===== src/rtl/store_packer_pkg.sv =====
// Shared definitions for the store packer: word/byte widths, the lane-select
// bit, the FSM state encoding and the byte-store range test.
// Optional feature macro: STORE_RANGE_CHECK_EN (uses range_fault below).
package store_packer_pkg;

    localparam int DATASIZE = 16;   // register / memory word width
    localparam int BYTESIZE = 8;    // byte lane width
    localparam int LANE_BIT = 0;    // address bit that selects the byte lane

    typedef enum logic [1:0] {
        IDLE = 2'd0,
        RD   = 2'd1,
        WR   = 2'd2,
        FIN  = 2'd3
    } state_t;

    // A byte value is representable if the upper bits are all zero
    // (unsigned 8-bit) or a proper sign extension of bit 7.
    function automatic logic range_fault(input logic [DATASIZE-1:0] d);
        logic [DATASIZE-BYTESIZE-1:0] hi;
        hi = d[DATASIZE-1:BYTESIZE];
        range_fault = !((hi == '0) || ((hi == '1) && d[BYTESIZE-1]));
    endfunction

endpackage


===== src/rtl/store_packer_merge.sv =====
// store_merge: replaces one byte lane of a memory word with a new byte,
// leaving the other lane untouched (little-endian: lane 0 = bits [7:0]).
module store_merge
    import store_packer_pkg::*;
#(
    parameter int DATA_W = DATASIZE
) (
    input  logic [DATA_W-1:0]   i_old_word,
    input  logic [BYTESIZE-1:0] i_new_byte,
    input  logic                i_lane,
    output logic [DATA_W-1:0]   o_merged
);

    // Overlay the new byte onto the addressed lane of the old word.
    always_comb begin
        o_merged = i_old_word;
        if (i_lane) begin
            o_merged[DATA_W-1 -: BYTESIZE] = i_new_byte;
        end else begin
            o_merged[BYTESIZE-1:0] = i_new_byte;
        end
    end

endmodule


===== src/rtl/store_packer.sv =====
// store_packer: writes a register value to word-addressed data memory as a
// word store or a read-modify-write byte store.
// Optional feature macro: STORE_RANGE_CHECK_EN flags byte stores whose value
// fits neither unsigned 8-bit nor sign-extended 8-bit form.
//
// Handshakes: a request is taken on the edge where req_valid & req_ready;
// req_ready is high only in IDLE. mem_rd is held until the edge where
// mem_rvalid is seen, mem_wr is held until the edge where mem_wack is seen;
// mem_rvalid outside RD and mem_wack outside WR are ignored.
module store_packer
    import store_packer_pkg::*;
#(
    parameter int DATA_W = DATASIZE,
    parameter int ADDR_W = 16
) (
    input  logic              clk,
    input  logic              rst,
    input  logic              req_valid,
    output logic              req_ready,
    input  logic [ADDR_W-1:0] req_addr,
    input  logic [DATA_W-1:0] req_data,
    input  logic              req_byte,
    output logic              done,
    output logic              misalign,
    output logic              range_err,
    output logic [ADDR_W-2:0] mem_addr,
    output logic              mem_rd,
    input  logic [DATA_W-1:0] mem_rdata,
    input  logic              mem_rvalid,
    output logic              mem_wr,
    output logic [DATA_W-1:0] mem_wdata,
    input  logic              mem_wack,
    output logic [1:0]        dbg_state
);

    state_t              r_state;
    state_t              w_next;
    logic                w_accept;
    logic [ADDR_W-1:0]   r_addr;
    logic [BYTESIZE-1:0] r_byte_data;
    logic                r_misalign;
    logic                r_range_err;
    logic [DATA_W-1:0]   r_wdata;
    logic [DATA_W-1:0]   w_merged;

    assign w_accept = req_valid && (r_state == IDLE);

    store_merge #(
        .DATA_W(DATA_W)
    ) u_merge (
        .i_old_word(mem_rdata),
        .i_new_byte(r_byte_data),
        .i_lane    (r_addr[LANE_BIT]),
        .o_merged  (w_merged)
    );

    // Next-state decode; the store type is resolved once, at accept.
    always_comb begin
        w_next = r_state;
        case (r_state)
            IDLE: begin
                if (req_valid) begin
                    if (req_byte) begin
                        w_next = RD;
                    end else if (req_addr[LANE_BIT]) begin
                        w_next = FIN;
                    end else begin
                        w_next = WR;
                    end
                end
            end
            RD:      if (mem_rvalid) w_next = WR;
            WR:      if (mem_wack) w_next = FIN;
            FIN:     w_next = IDLE;
            default: w_next = IDLE;
        endcase
    end

    // State register plus request latches and the outgoing write word.
    always_ff @(posedge clk) begin
        if (rst) begin
            r_state     <= IDLE;
            r_addr      <= '0;
            r_byte_data <= '0;
            r_misalign  <= 1'b0;
            r_range_err <= 1'b0;
            r_wdata     <= '0;
        end else begin
            r_state <= w_next;
            if (w_accept) begin
                r_addr      <= req_addr;
                r_byte_data <= req_data[BYTESIZE-1:0];
                r_misalign  <= !req_byte && req_addr[LANE_BIT];
`ifdef STORE_RANGE_CHECK_EN
                r_range_err <= req_byte && range_fault(req_data);
`else
                r_range_err <= 1'b0;
`endif
                if (!req_byte && !req_addr[LANE_BIT]) begin
                    r_wdata <= req_data;
                end
            end else if ((r_state == RD) && mem_rvalid) begin
                r_wdata <= w_merged;
            end
        end
    end

    assign req_ready = (r_state == IDLE);
    assign done      = (r_state == FIN);
    assign misalign  = (r_state == FIN) && r_misalign;
`ifdef STORE_RANGE_CHECK_EN
    assign range_err = (r_state == FIN) && r_range_err;
`else
    assign range_err = 1'b0;
`endif
    assign mem_rd    = (r_state == RD);
    assign mem_wr    = (r_state == WR);
    assign mem_addr  = r_addr[ADDR_W-1:1];
    assign mem_wdata = r_wdata;
    assign dbg_state = r_state;

endmodule


===== config.mk =====
export PLATFORM = sky130hd
export DESIGN_NAME = store_packer
export DESIGN_NICKNAME = d
export VERILOG_FILES = /design/src/rtl/store_packer_pkg.sv /design/src/rtl/store_packer_merge.sv /design/src/rtl/store_packer.sv
export SDC_FILE = /design/constraint.sdc
export NUM_CORES = 1
export LEC_CHECK = 0
export CAP_MARGIN = 20
export CORE_MARGIN = 2
export CORE_UTILIZATION = 50
export DETAILED_ROUTE_END_ITERATION = 12
export DONT_BUFFER_PORTS = 1
export SYNTH_ARGS = -nofsm -noshare
export SYNTH_HDL_FRONTEND = slang
export SYNTH_SLANG_ARGS = --single-unit

===== constraint.sdc =====
create_clock -name clk -period 4.9 [get_ports clk]
set_input_delay 0.98 -clock clk [delete_from_list [all_inputs] [get_ports clk]]
set_output_delay 0.98 -clock clk [all_outputs]
set_load 0.01 [all_outputs]

* After elaboration in Yosys (flattened, before gate mapping)
Cells that the tools add are included.
** Storage, ports and cells
- Register bits :: 43
- Input bits :: 54
- Output and inout port bits :: 39
- Word-level logic and storage cells :: 34
** Operators by class
- Eq/ne operators :: 7
- Muxes and demuxes :: 11
- Reduce and logical (&&, ||, !) cells :: 11
** Operators by type and width (number)
- $mux 16 :: 3
- $mux 8 :: 2
- $mux 2 :: 4
- $pmux 2 s4 :: 1
- $ne 2x1->1 const B :: 3
- $logic_and 1x1->1 :: 5
- $eq 2x2->1 const B :: 2
- $reduce_and 3->1 :: 1
- $eq 2x1->1 const B :: 1
- $logic_not 1->1 :: 2
- $logic_not 2->1 :: 1
- $ne 2x2->1 const B :: 1
- $reduce_and 2->1 :: 1
- $reduce_bool 2->1 :: 1
- $mux 1 :: 1

* Logic depth before layout (Yosys ltp)
- Depth after elaboration :: 4
- Gate-level depth with buffers :: 9
- Mapped depth without buffers :: 6

* Cells and area by module
From an unflattened synthesis, not the netlist that was laid out.
** Second synthesis, totals
- Cells, all modules :: 250
- Area, all modules :: 2208.4 um^2
** By module, submodules not included
- store_packer :: instances 1, cells an instance 232, area an instance 1959.4 um^2, seq. area each 860.8 um^2
- store_merge :: instances 1, cells an instance 18, area an instance 249.0 um^2, seq. area each 0.0 um^2

* Worst setup path before layout
OpenSTA, ideal clock, no wires.
- Path kind :: input to register
- Start point :: in req_valid
- End point :: reg r_wdata[10] (netlist: mem_wdata[10])
- Library setup time :: 0.127 ns
- Arrival :: 2.010 ns
- Required time :: 4.773 ns
- Path slack :: 2.764 ns
- Stages on the path :: 7
- Buffers on the path :: 3
- Path through :: and2_1 -> buf_4 -> mux2_4 -> nand2b_1 -> buf_4 -> buf_6 -> o22ai_2
** Between the ends
- Word-level cells in the longest chain between the ends :: 3
- Elaborated cells on any way between the ends :: 5
- Classes of those cells :: eq/ne: 1; mux: 1; reduce/logical: 3
** RTL lines
- start: declaration :: RTL line store_packer.sv:18 : input logic req_valid,
- $logic_and 1x1->1 (*) :: RTL line store_packer.sv:46 : assign w_accept = req_valid && (r_state == IDLE);
- $ne 2x1->1 (no line) / $reduce_bool 2->1 (equally long branches)
- $reduce_and 2->1 (no line)
- end signal: assignment :: RTL line store_packer.sv:100 : r_wdata <= req_data;
- end signal: assignment :: RTL line store_packer.sv:103 : r_wdata <= w_merged;
- end: declaration :: RTL line store_packer.sv:43 : logic [DATA_W-1:0] r_wdata;
Mark *: on every way between the ends. The rest lies on a longest branch, timed or not.
A chain may end at the register's enable or synchronous reset.

* Worst setup path in the final report
- Start point :: reg r_state[0] (netlist: dbg_state[0])
- End point :: reg r_wdata[14] (netlist: mem_wdata[14])
** Between the ends
- Word-level cells in the longest chain between the ends :: 4
- Elaborated cells on any way between the ends :: 8
- Classes of those cells :: eq/ne: 2; mux: 1; reduce/logical: 5
** RTL lines
- start: declaration :: RTL line store_packer.sv:36 : state_t r_state;
- start signal: assignment :: RTL line store_packer.sv:89 : r_state <= w_next;
- $logic_not 2->1 (*)
- named net req_ready :: RTL line store_packer.sv:19 : output logic req_ready,
- $logic_and 1x1->1 (*) :: RTL line store_packer.sv:46
- $ne 2x1->1 (no line) / $reduce_bool 2->1 (equally long branches)
- $reduce_and 2->1 (no line)
The timed path passes the listed nets; every way through them passes the cells marked *.

==> impl_results.md <==
* Critical Path RT at 5.04 ns
* Rows at 22
* Netlist cell types at 23
* Synth warn at 0
* Post-DP HPWL at 3140 µm
* Crit path arrival time at 2.93 ns
* First-pass DRT Iterations at 4
* Hold Path Class: reg -> reg
* DRC violations left at 0
* Largest stage delay, worst path at between 0.6 and 0.7 ns
* Setup Buffers After CTS at 0
* Period utilization at 0.569
* Die Y at between 60 and 70 µm
* Vias in the first global route at 1478
* Area of the multi-input gates at approximately 1000 µm²
* Pin count of the biggest net entering global routing at between 40 and 50
* Worst Skew at 0.00453 ns
* Cts bufs inserted at 5
* Final Setup Violations at 0
* Maximum buffer depth of the clock tree at 2
* Gr usage total at 0.197
* Post-DRT Antenna Nets at 0
* Peak supply drop at between 0.00015 and 0.0002 V
* CP top delay family: simple AND/OR/NAND/NOR gates
* Startpoint Class: register
* PwrDens at between 400 and 500 nW/µm²
* Sequential cell area at ~860 µm²
* Hold_buf cts at 0
* Mapped Area at 1990 µm²
* ANT cells at 0
* FF+latch count, synth at 43
* Nets at ~280
* Placed instance count at roughly 260
* Max Freq at around 360 MHz
* Post-cts sizing count at 0
* Worst Tran Pin Value at 0.868 ns
* Worst Setup End Kind: register
* Status: finished clean
* Routability cong. at approximately 0.72
* Drt wl/cell at between 15 and 20 µm
* Static Leak at 0.719 nW
* Async SR Flop Fraction at 0
* Minimum clock period at roughly 2.8 ns
* CTS tree: built
* Die area at approximately 4500 µm²
* Slew margin rel. at 0.420
* Max cap viols at 0
* Filler Cell Count at 360
* CP max-delay cell: nand2b_1
* Die X at approximately 67 µm
* Clock Tree Root: clkbuf_8
* RSZ-0062 raised after global routing: false
* Routed via count at approximately 1500
* Syn_nets at 285
* Syn Area/Cell at roughly 9 µm²
* Starting Density at 0.533
* I/O Buffers at 0
* Synth Flop Type: dfxtp_1
* Initial antenna violation count at 0
* Register area share after synthesis at 0.432
* # IOs at 93
* Synth Instances at between 200 and 250
* Core area at about 3700 µm²
* Worst skew pair latency at slightly below 0.3 ns
* H-tree depth at 2
* GRT overflow at 0
* Clock sink count at 43
* Clock-pin slew of the registers on the worst-case setup and hold paths at about 0.070 ns
* Final hold violations at 0
* Layout Cells excl Fill at ~260
* Critical path class: reg -> reg
* First-pass GRT wire length at 6600 µm
* Critical-path maximum fanout at 41
* Crit-path cells: inv_1, ha_1, and2_1, buf_4, mux2_4, nand2b_1, o22ai_1
* Routed WL at roughly 4400 µm
* Iteration-0 DRC Markers at 50
* Total negative slack at 0 ns
* Area delta synth->final at 2.51%
* Fin. max-slew vios at 0
* Buf+Inv Stages, Crit Path at 2
* Via density per instance at about 5.6
* Layout cells sized above 1 at 0.116
* Number of synthesized flops with an enable pin at 0
-- cells in the mapped netlist (2+ instances only) --
library cell	instances	area share
mux2i_1	10	0.050
o21a_1	8	0.030
a21oi_1	26	0.065
clkbuf_1	9	0.017
o22ai_2	10	0.063
and2_1	4	0.013
buf_4	3	0.011
nand2b_1	17	0.053
buf_1	2	0.0038
o22ai_1	14	0.044
dfxtp_1	43	0.43
mux2_2	8	0.045
inv_1	6	0.011
nand2_1	49	0.092
nor2_1	5	0.0094
buf_2	3	0.0075
ha_1	4	0.025
-- cell type report --
type,count,area share
Timing Repair Buffer,1,0.00367
Inverter,6,0.0110
Multi-Input combinational cell,160,0.499
Sequential cell,43,0.421
Tap cell,48,0.0294
Clock buffer,6,0.0355
-- metal layers --
metal	track usage	vias to the layer above	share of wire
met4	0.0714	0	0.020
met1	0.202	670	0.39
met5	0	-	0
met3	0.0850	9	0.12
met2	0.355	68	0.47
li1	-	744	-
-- worst reg2reg max path: cells and delay by family, from the launching register on --
family | cells | cell delay, ns
simple gates | 2 | 0.79
buf+inv | 2 | 0.48
mux | 1 | 0.46
flops | 1 | 0.38
fa+ha+maj | 1 | 0.33
compound gates | 1 | 0.20
-- report_power, final --
part           switching, mW  internal, mW  total (mW)
Combinational          0.163         0.117       0.281
Sequential            0.0755         0.409       0.485
Clock                  0.107        0.0950       0.202
-- stage by stage --
stage / total power [mW] / setup WS [ns] / hold WS (ns) / cell area, µm² / util
after floorplan: 0.732 / 2.76 / 0.445 / 1990 / -
after global placement: 0.762 / 2.08 / 0.449 / 1970 / 0.527
after detailed placement: 0.776 / 2.01 / 0.463 / 1970 / 0.527
after CTS: 0.979 / 2.09 / 0.473 / 2040 / 0.546
after global routing: 1.03 / 1.88 / 0.502 / 2040 / 0.546
final: 0.967 / 2.11 / 0.472 / 2040 / 0.546
-- path summary, 6_finish.rpt --
| check | depth (start not counted) | end | slack [ns] | startpoint |
|---|---|---|---|---|
| min | 2 | r_byte_data[2] | 0.47 | r_byte_data[2] |
| max reg2reg | 7 | mem_wdata[14] | 2.11 | dbg_state[0] |
| min reg2reg | 2 | r_byte_data[2] | 0.47 | r_byte_data[2] |
| max | 7 | mem_wdata[14] | 2.11 | dbg_state[0] |
-- flip-flops by register name, indices dropped and copies added, names as in the netlist --
register	flops
r_addr	16
dbg_state	2
mem_wdata	16
r_misalign	1
r_byte_data	8
-- logic make-up after synthesis --
| logic type | after synthesis | share of synthesized area |
|---|---|---|
| simple gates | 76 | 0.171 |
| compound gates | 60 | 0.211 |
| flops | 43 | 0.432 |
| buf+inv | 24 | 0.0565 |
| mux | 19 | 0.103 |
| fa+ha+maj | 4 | 0.0251 |
| other cells | 1 | 0.00188 |
-- cell usage in the layout, fill, tap and decap left out, types with 4 or more instances in the layout --
master / netlist / final
clkbuf_8: 0 / 5
mux2i_1: 10 / 10
a21oi_1: 26 / 26
o22ai_2: 10 / 10
dfxtp_1: 43 / 43
and2_1: 4 / 4
nand2b_1: 17 / 17
o21a_1: 8 / 8
ha_1: 4 / 4
mux2_2: 8 / 8
o22ai_1: 14 / 14
inv_1: 6 / 6
nor2_1: 5 / 5
nand2_1: 49 / 49
No activity file was read; power rests on OpenSTA's default activity.
